[src/rtl/rv32i_lsu.sv]
// RV32I load/store unit: converts an effective address and store data into a single
// request/ack data-memory access, with load alignment/extension and error reporting.
module rv32i_lsu #(
  parameter int unsigned TIMEOUT = 255
) (
  input  logic        clk,
  input  logic        rst_n,
  input  logic        start,
  input  logic        is_store,
  input  logic [2:0]  funct3,
  input  logic [31:0] addr,
  input  logic [31:0] store_data,
  output logic        busy,
  output logic        done,
  output logic [31:0] load_data,
  output logic        misaligned,
  output logic        fault,
  output logic        mem_req,
  output logic        mem_we,
  output logic [31:0] mem_addr,
  output logic [31:0] mem_wdata,
  output logic [3:0]  mem_be,
  input  logic        mem_ack,
  input  logic [31:0] mem_rdata
);
  localparam int unsigned CNT_W = 16;

  typedef enum logic [1:0] {S_IDLE, S_REQ, S_DONE} state_t;

  state_t           state_q, state_d;
  logic             is_store_q, is_store_d;
  logic [2:0]       f3_q, f3_d;
  logic [1:0]       off_q, off_d;
  logic [CNT_W-1:0] cnt_q, cnt_d, cnt_inc;

  logic        busy_d, done_d, misaligned_d, fault_d, mem_req_d, mem_we_d;
  logic [31:0] load_data_d, mem_addr_d, mem_wdata_d;
  logic [3:0]  mem_be_d;

  logic        legal, misal, timeout_hit;
  logic [31:0] lane, ext;

  // Request legality and natural alignment, judged on the live inputs
  always_comb begin
    if (is_store) legal = (funct3[2] == 1'b0) && (funct3[1:0] != 2'b11);
    else          legal = (funct3[1:0] != 2'b11) && !(funct3[2] && funct3[1]);
    case (funct3[1:0])
      2'b01:   misal = addr[0];
      2'b10:   misal = addr[1] | addr[0];
      default: misal = 1'b0;
    endcase
  end

  // Selected read lane, then sign- or zero-extension by the captured funct3
  always_comb begin
    lane = mem_rdata >> {off_q, 3'b000};
    case (f3_q)
      3'b000:  ext = {{24{lane[7]}}, lane[7:0]};
      3'b001:  ext = {{16{lane[15]}}, lane[15:0]};
      3'b100:  ext = {24'd0, lane[7:0]};
      3'b101:  ext = {16'd0, lane[15:0]};
      default: ext = lane;
    endcase
  end

  assign cnt_inc     = cnt_q + CNT_W'(1);
  assign timeout_hit = (cnt_inc == CNT_W'(TIMEOUT));

  // Next state and next registered outputs
  always_comb begin
    state_d      = state_q;
    is_store_d   = is_store_q;
    f3_d         = f3_q;
    off_d        = off_q;
    cnt_d        = cnt_q;
    done_d       = 1'b0;
    load_data_d  = load_data;
    misaligned_d = misaligned;
    fault_d      = fault;
    mem_req_d    = mem_req;
    mem_we_d     = mem_we;
    mem_addr_d   = mem_addr;
    mem_wdata_d  = mem_wdata;
    mem_be_d     = mem_be;
    case (state_q)
      S_IDLE: begin
        if (start) begin
          is_store_d   = is_store;
          f3_d         = funct3;
          off_d        = addr[1:0];
          load_data_d  = 32'd0;
          misaligned_d = 1'b0;
          fault_d      = 1'b0;
          if (!legal) begin
            fault_d = 1'b1;
            done_d  = 1'b1;
            state_d = S_DONE;
          end else if (misal) begin
            misaligned_d = 1'b1;
            done_d       = 1'b1;
            state_d      = S_DONE;
          end else begin
            cnt_d      = '0;
            mem_req_d  = 1'b1;
            mem_we_d   = is_store;
            mem_addr_d = {addr[31:2], 2'b00};
            case (funct3[1:0])
              2'b00: begin
                mem_be_d    = 4'b0001 << addr[1:0];
                mem_wdata_d = {4{store_data[7:0]}};
              end
              2'b01: begin
                mem_be_d    = 4'b0011 << addr[1:0];
                mem_wdata_d = {2{store_data[15:0]}};
              end
              default: begin
                mem_be_d    = 4'b1111;
                mem_wdata_d = store_data;
              end
            endcase
            state_d = S_REQ;
          end
        end
      end
      S_REQ: begin
        if (mem_ack) begin
          mem_req_d   = 1'b0;
          load_data_d = is_store_q ? 32'd0 : ext;
          done_d      = 1'b1;
          state_d     = S_DONE;
        end else if (timeout_hit) begin
          mem_req_d = 1'b0;
          fault_d   = 1'b1;
          done_d    = 1'b1;
          state_d   = S_DONE;
        end else begin
          cnt_d = cnt_inc;
        end
      end
      S_DONE:  state_d = S_IDLE;
      default: state_d = S_IDLE;
    endcase
    busy_d = (state_d != S_IDLE);
  end

  // State and output registers
  always_ff @(posedge clk or negedge rst_n) begin
    if (!rst_n) begin
      state_q    <= S_IDLE;
      is_store_q <= 1'b0;
      f3_q       <= 3'd0;
      off_q      <= 2'd0;
      cnt_q      <= '0;
      busy       <= 1'b0;
      done       <= 1'b0;
      load_data  <= 32'd0;
      misaligned <= 1'b0;
      fault      <= 1'b0;
      mem_req    <= 1'b0;
      mem_we     <= 1'b0;
      mem_addr   <= 32'd0;
      mem_wdata  <= 32'd0;
      mem_be     <= 4'd0;
    end else begin
      state_q    <= state_d;
      is_store_q <= is_store_d;
      f3_q       <= f3_d;
      off_q      <= off_d;
      cnt_q      <= cnt_d;
      busy       <= busy_d;
      done       <= done_d;
      load_data  <= load_data_d;
      misaligned <= misaligned_d;
      fault      <= fault_d;
      mem_req    <= mem_req_d;
      mem_we     <= mem_we_d;
      mem_addr   <= mem_addr_d;
      mem_wdata  <= mem_wdata_d;
      mem_be     <= mem_be_d;
    end
  end
endmodule
[config.mk]
export PLATFORM = sky130hd
export DESIGN_NAME = rv32i_lsu
export DESIGN_NICKNAME = d
export VERILOG_FILES = /design/src/rtl/rv32i_lsu.sv
export SDC_FILE = /design/constraint.sdc
export NUM_CORES = 1
export LEC_CHECK = 0
export BUFFER_PORTS_ARGS = -buffer_cell sky130_fd_sc_hd__buf_4
export CAP_MARGIN = 20
export CORE_ASPECT_RATIO = 0.9
export CORE_UTILIZATION = 40
export CTS_BUF_LIST = sky130_fd_sc_hd__clkbuf_16
export DETAILED_ROUTE_END_ITERATION = 6
export PLACE_DENSITY = 0.66
export SYNTH_ARGS = -nofsm -noshare
export SYNTH_HDL_FRONTEND = slang
export SYNTH_SLANG_ARGS = --single-unit
export TNS_END_PERCENT = 100
[constraint.sdc]
create_clock -name clk -period 3.56 [get_ports clk]
set_input_delay 0.356 -clock clk [delete_from_list [all_inputs] [get_ports clk]]
set_output_delay 0.356 -clock clk [all_outputs]
set_load 0.005 [all_outputs]
==> results by stage <==
Clock tree:
- In this run, CTS created clock tree buffers numbering 17.
- The number of buffers inserted for hold repair after clock tree synthesis is 0.
- The clock sink count is approximately 130.
- The tree is rooted in a sky130_fd_sc_hd__clkbuf_16.
- The number of buffers inserted by post-CTS setup repair is 0.
- The clock-pin slew on the worst setup and hold paths is around 50 ps.
- TritonCTS built the clock tree.
- The depth of the CTS H-tree is 4.
- The clock reaches the later pin of the worst-skew pair after between 400 and 500 ps.
- The post-CTS resize count is 0.
- The maximum root-to-sink buffer count is 2.

Timing:
- The final-report setup violation count is 0.
- The summed negative setup slack over all endpoints is 0 ps.
- The hold slack is -11.7 ps.
- The highest achievable clock rate is approximately 350 MHz.
- Across the routed clock network, the largest skew measured is roughly 6.2 ps.
- Headroom to the max-slew limit came out at around 40%.
- Counting I/O delays and the setup requirement, the final critical path takes between 2000 and 3000 ps.
- The number of failing hold endpoints at the final stage is 1.
- For the pin with the worst max-slew slack, the measured transition is slightly above 900 ps.
- Setup repair after global routing left no endpoint under its margin.
- In the finished design, the share of the clock period the worst path needs comes to between 70 and 80%.
- The final count of pins violating max slew was 0.

Pwr:
- The design draws roughly 0.0055 W.
- The analysis attributes to cell leakage a power of ~4.1 nW.
- The worst supply voltage drop on vdd is approximately 0.39 mV.
- In this run the power density over the cells is 651 nW/um2.

Logic synthesis:
- The mapped cell area is approximately 6200 um2.
- After Yosys synthesis, full adders, half adders and majority gates account for roughly 1.2% of the synthesized area.
- Summing the areas of all and, or, nand and nor instances in the mapped netlist gives approximately 14% of the synthesized area.
- The largest total area in the synthesized netlist belongs to sky130_fd_sc_hd__dfrtp_1.
- The flop and latch count out of synthesis is approximately 130.
- After synthesis, the netlist uses between 50 and 60 different library cells.
- Summing the areas of all xor and xnor instances in the mapped netlist gives less than 1% of the synthesized area.
- Among all flip-flop cells after synthesis, the most frequent one is sky130_fd_sc_hd__dfrtp_1.
- The yosys synthesis warning count is 0.
- The average footprint of a synthesized cell is a little over 10 um2.
- The post-synthesis mux area share is between 10% and 20%.
- The synthesized design contains 0 enable-type register cells.
- The share of the synthesized area in compound gates (AO/OA/AOI/OAI) is between 10% and 20%.
- The cell count after synthesis came out at between 500 and 600.
- After synthesis, the largest family of logic cells by area is compound AO/OA/AOI/OAI gates.
- Counting flops with an async set or reset pin after synthesis yields a share of between 90% and 100%.
- The most frequently used cell type in the post-synthesis netlist is sky130_fd_sc_hd__dfrtp_1.
- The top cell type by area accounts for approximately half of the synthesized area.
- By count the netlist is led by sky130_fd_sc_hd__dfrtp_1 (128), sky130_fd_sc_hd__nand2_1 (99), sky130_fd_sc_hd__o21ai_0 (60), sky130_fd_sc_hd__mux2_2 (40), sky130_fd_sc_hd__a22o_1 (29).
- In the post-synthesis netlist, the biggest area contributors are sky130_fd_sc_hd__dfrtp_1 (52%), sky130_fd_sc_hd__mux2_2 (7.3%), sky130_fd_sc_hd__nand2_1 (6.0%).
- After synthesis, flip-flops and latches occupy 51.8% of the total area.

Floorplan:
- The die is roughly 120 um tall.
- The I/O pin count is 210.
- The core region is approximately 15000 um2.
- The number of rows in the core area is 42.
- The horizontal die dimension is approximately 130 um.
- The effective utilization at floorplan is ~41%.
- The floorplan die area is between 15000 and 20000 um2.

Worst setup path:
- STA puts the critical path data required time at between 3000 and 4000 ps.
- The endpoint identified for the worst register-to-register timing path is cnt_q[8]$_DFFE_PN0P_.
- The number of cell instances on the worst register-to-register path is 8.
- At the worst endpoint, the arrival time is between 3000 and 4000 ps.
- The category of the most critical setup path is flip-flop to flip-flop.
- STA classifies the critical path endpoint as a flip-flop.
- The startpoint identified for the worst register-to-register timing path is cnt_q[0]$_DFFE_PN0P_.
- The maximum net fanout on the critical path is 14.
- The worst register-to-register path has a setup slack of just over 700 ps.
- The start point of the critical path is cnt_q[0]$_DFFE_PN0P_.
- The nature of the critical path startpoint is a flip-flop.

Routing:
- The pre-antenna-repair detailed-routing pass consisted of 4 iterations.
- The final route contains 5347 vias.
- The final layout contains routed wiring with a total length of 17100 um.
- The number of DRC violations after detailed-routing iteration 0 is between 200 and 300.
- After detailed routing, the average wire length per cell comes to 17.1 um.
- After detailed routing, the number of vias per cell comes to 5.37.
- The post-detailed-route DRC marker count is 0.
- The final antenna-violating net count is 0.

Cells and area:
- The number of standard cells in the final layout excluding fillers is approximately 1000.
- In the final design database the tool counted between 800 and 900 nets.
- In the final layout, the share of cells above drive strength 1 is around 37%.
- Compared with the post-synthesis result, the final layout area differs by 36.1%.
- The post-route core utilization is 56.4%.
- 0 antenna diodes ended up in the layout.

Global route:
- The via count of the first global-routing pass is 5247.
- The maximum number of pins on one net before global-route repair is 86.
- The initial antenna violation count is 0.
- The wire length of the first global-routing pass is 27000 um.
- For this run the aggregate overflow at the end of global routing stands at 0.
- The global-route usage over all layers is approximately 22%.

Place:
- The final RePlAce weighted congestion is roughly 0.86.
- The detailed-placement wirelength estimate is 12500 um.
- Once placement completed, the tool counted placed cells totaling 967.
- The number of input and output port buffers inserted is around 210.

Flow run:
- Max-cap violations in this run came to 0.

Outcome:
- The run finished, with violations left.
- The final reports fail on hold timing.

Min path:
- In this run the worst hold path is classified as input port to asynchronous set/reset pin.
state kept, by name, summed over array words and instances (netlist names):
| signal | cells |
|---|---|
| cnt_q | 16 |
| mem_wdata | 32 |
| load_data | 32 |
| busy | 1 |
| mem_req | 1 |
| off_q | 2 |
| done | 1 |
| f3_q | 3 |
| misaligned | 1 |
| mem_addr | 30 |
| fault | 1 |
| mem_we | 1 |
| mem_be | 4 |
| state_q | 2 |
| is_store_q | 1 |
stage by stage:
step | setup slack [ps] | hold slack, ps | area (um2)
after floorplan | 1270 | 60.4 | 6180
after global placement | 889 | 463 | 7880
after detailed placement | 758 | 466 | 7880
after CTS | 769 | 29.1 | 8410
after global routing | 487 | 60.6 | 8410
final | 716 | -11.7 | 8410
cells in the final DEF (no fill, tap or decap), drive strengths merged, types with 8 or more instances in the layout:
master  netlist  final
a211o        11     11
a21oi        21     21
a22o         29     29
a22oi         8      8
buf          15    215
clkbuf       28     17
dfrtp       128    128
inv           9     12
mux2         40     40
mux2i        25     25
nand2        99     99
nand3        12     12
nor2         17     17
nor2b         9      9
nor3         13     13
o21ai        60     60
worst max path at each step:
stage | depth (start not counted) | slack, ps | end
after detailed placement | 8 | 760 | mem_wdata[5]$_DFFE_PN0P_
after global routing | 8 | 490 | cnt_q[6]$_DFFE_PN0P_
after CTS | 8 | 770 | cnt_q[8]$_DFFE_PN0P_
after floorplan | 8 | 1270 | cnt_q[4]$_DFFE_PN0P_
after global placement | 8 | 890 | mem_wdata[3]$_DFFE_PN0P_
final | 8 | 720 | cnt_q[8]$_DFFE_PN0P_
per-layer routing:
metal	GRT usage [%]	up-vias	routed length, um
met5	0	-	0
met1	27.4	2622	7330
met4	8.33	0	271
li1	-	2505	-
met3	8.53	20	1420
met2	34.6	200	8060
cell families after synthesis:
group | Yosys count
multiplexers | 65
flip-flops | 128
buffers and inverters | 52
AO/OA/AOI/OAI | 155
AND/OR/NAND/NOR | 184
adder cells (fa/ha/maj) | 6
other | 1
XOR/XNOR | 5
cell type report:
type | instances | area [um2]
clock buffers | 17 | 425
inverters | 9 | 33.8
fillers | 1339 | 6510
repair buffers | 215 | 1630
multi-input cells | 417 | 2770
clock inverters | 12 | 106
flip-flops and latches | 128 | 3200
well taps | 198 | 248
power by group:
group / switching (W) / internal (W)
logic: 0.000758 / 0.000957
registers: 0.000293 / 0.00189
clock network: 0.000588 / 0.000997
worst max-delay path, stage by stage, from the launching register on:
cell and delay (ps):
sky130_fd_sc_hd__dfrtp_1 420, sky130_fd_sc_hd__ha_1 250, sky130_fd_sc_hd__nand2_1 140, sky130_fd_sc_hd__nor4_1 510
sky130_fd_sc_hd__nand3_1 130, sky130_fd_sc_hd__a22o_1 270, sky130_fd_sc_hd__o31ai_4 540, sky130_fd_sc_hd__and2_4 340
sky130_fd_sc_hd__a221o_1 170
Power figures use the tool's default switching activity.
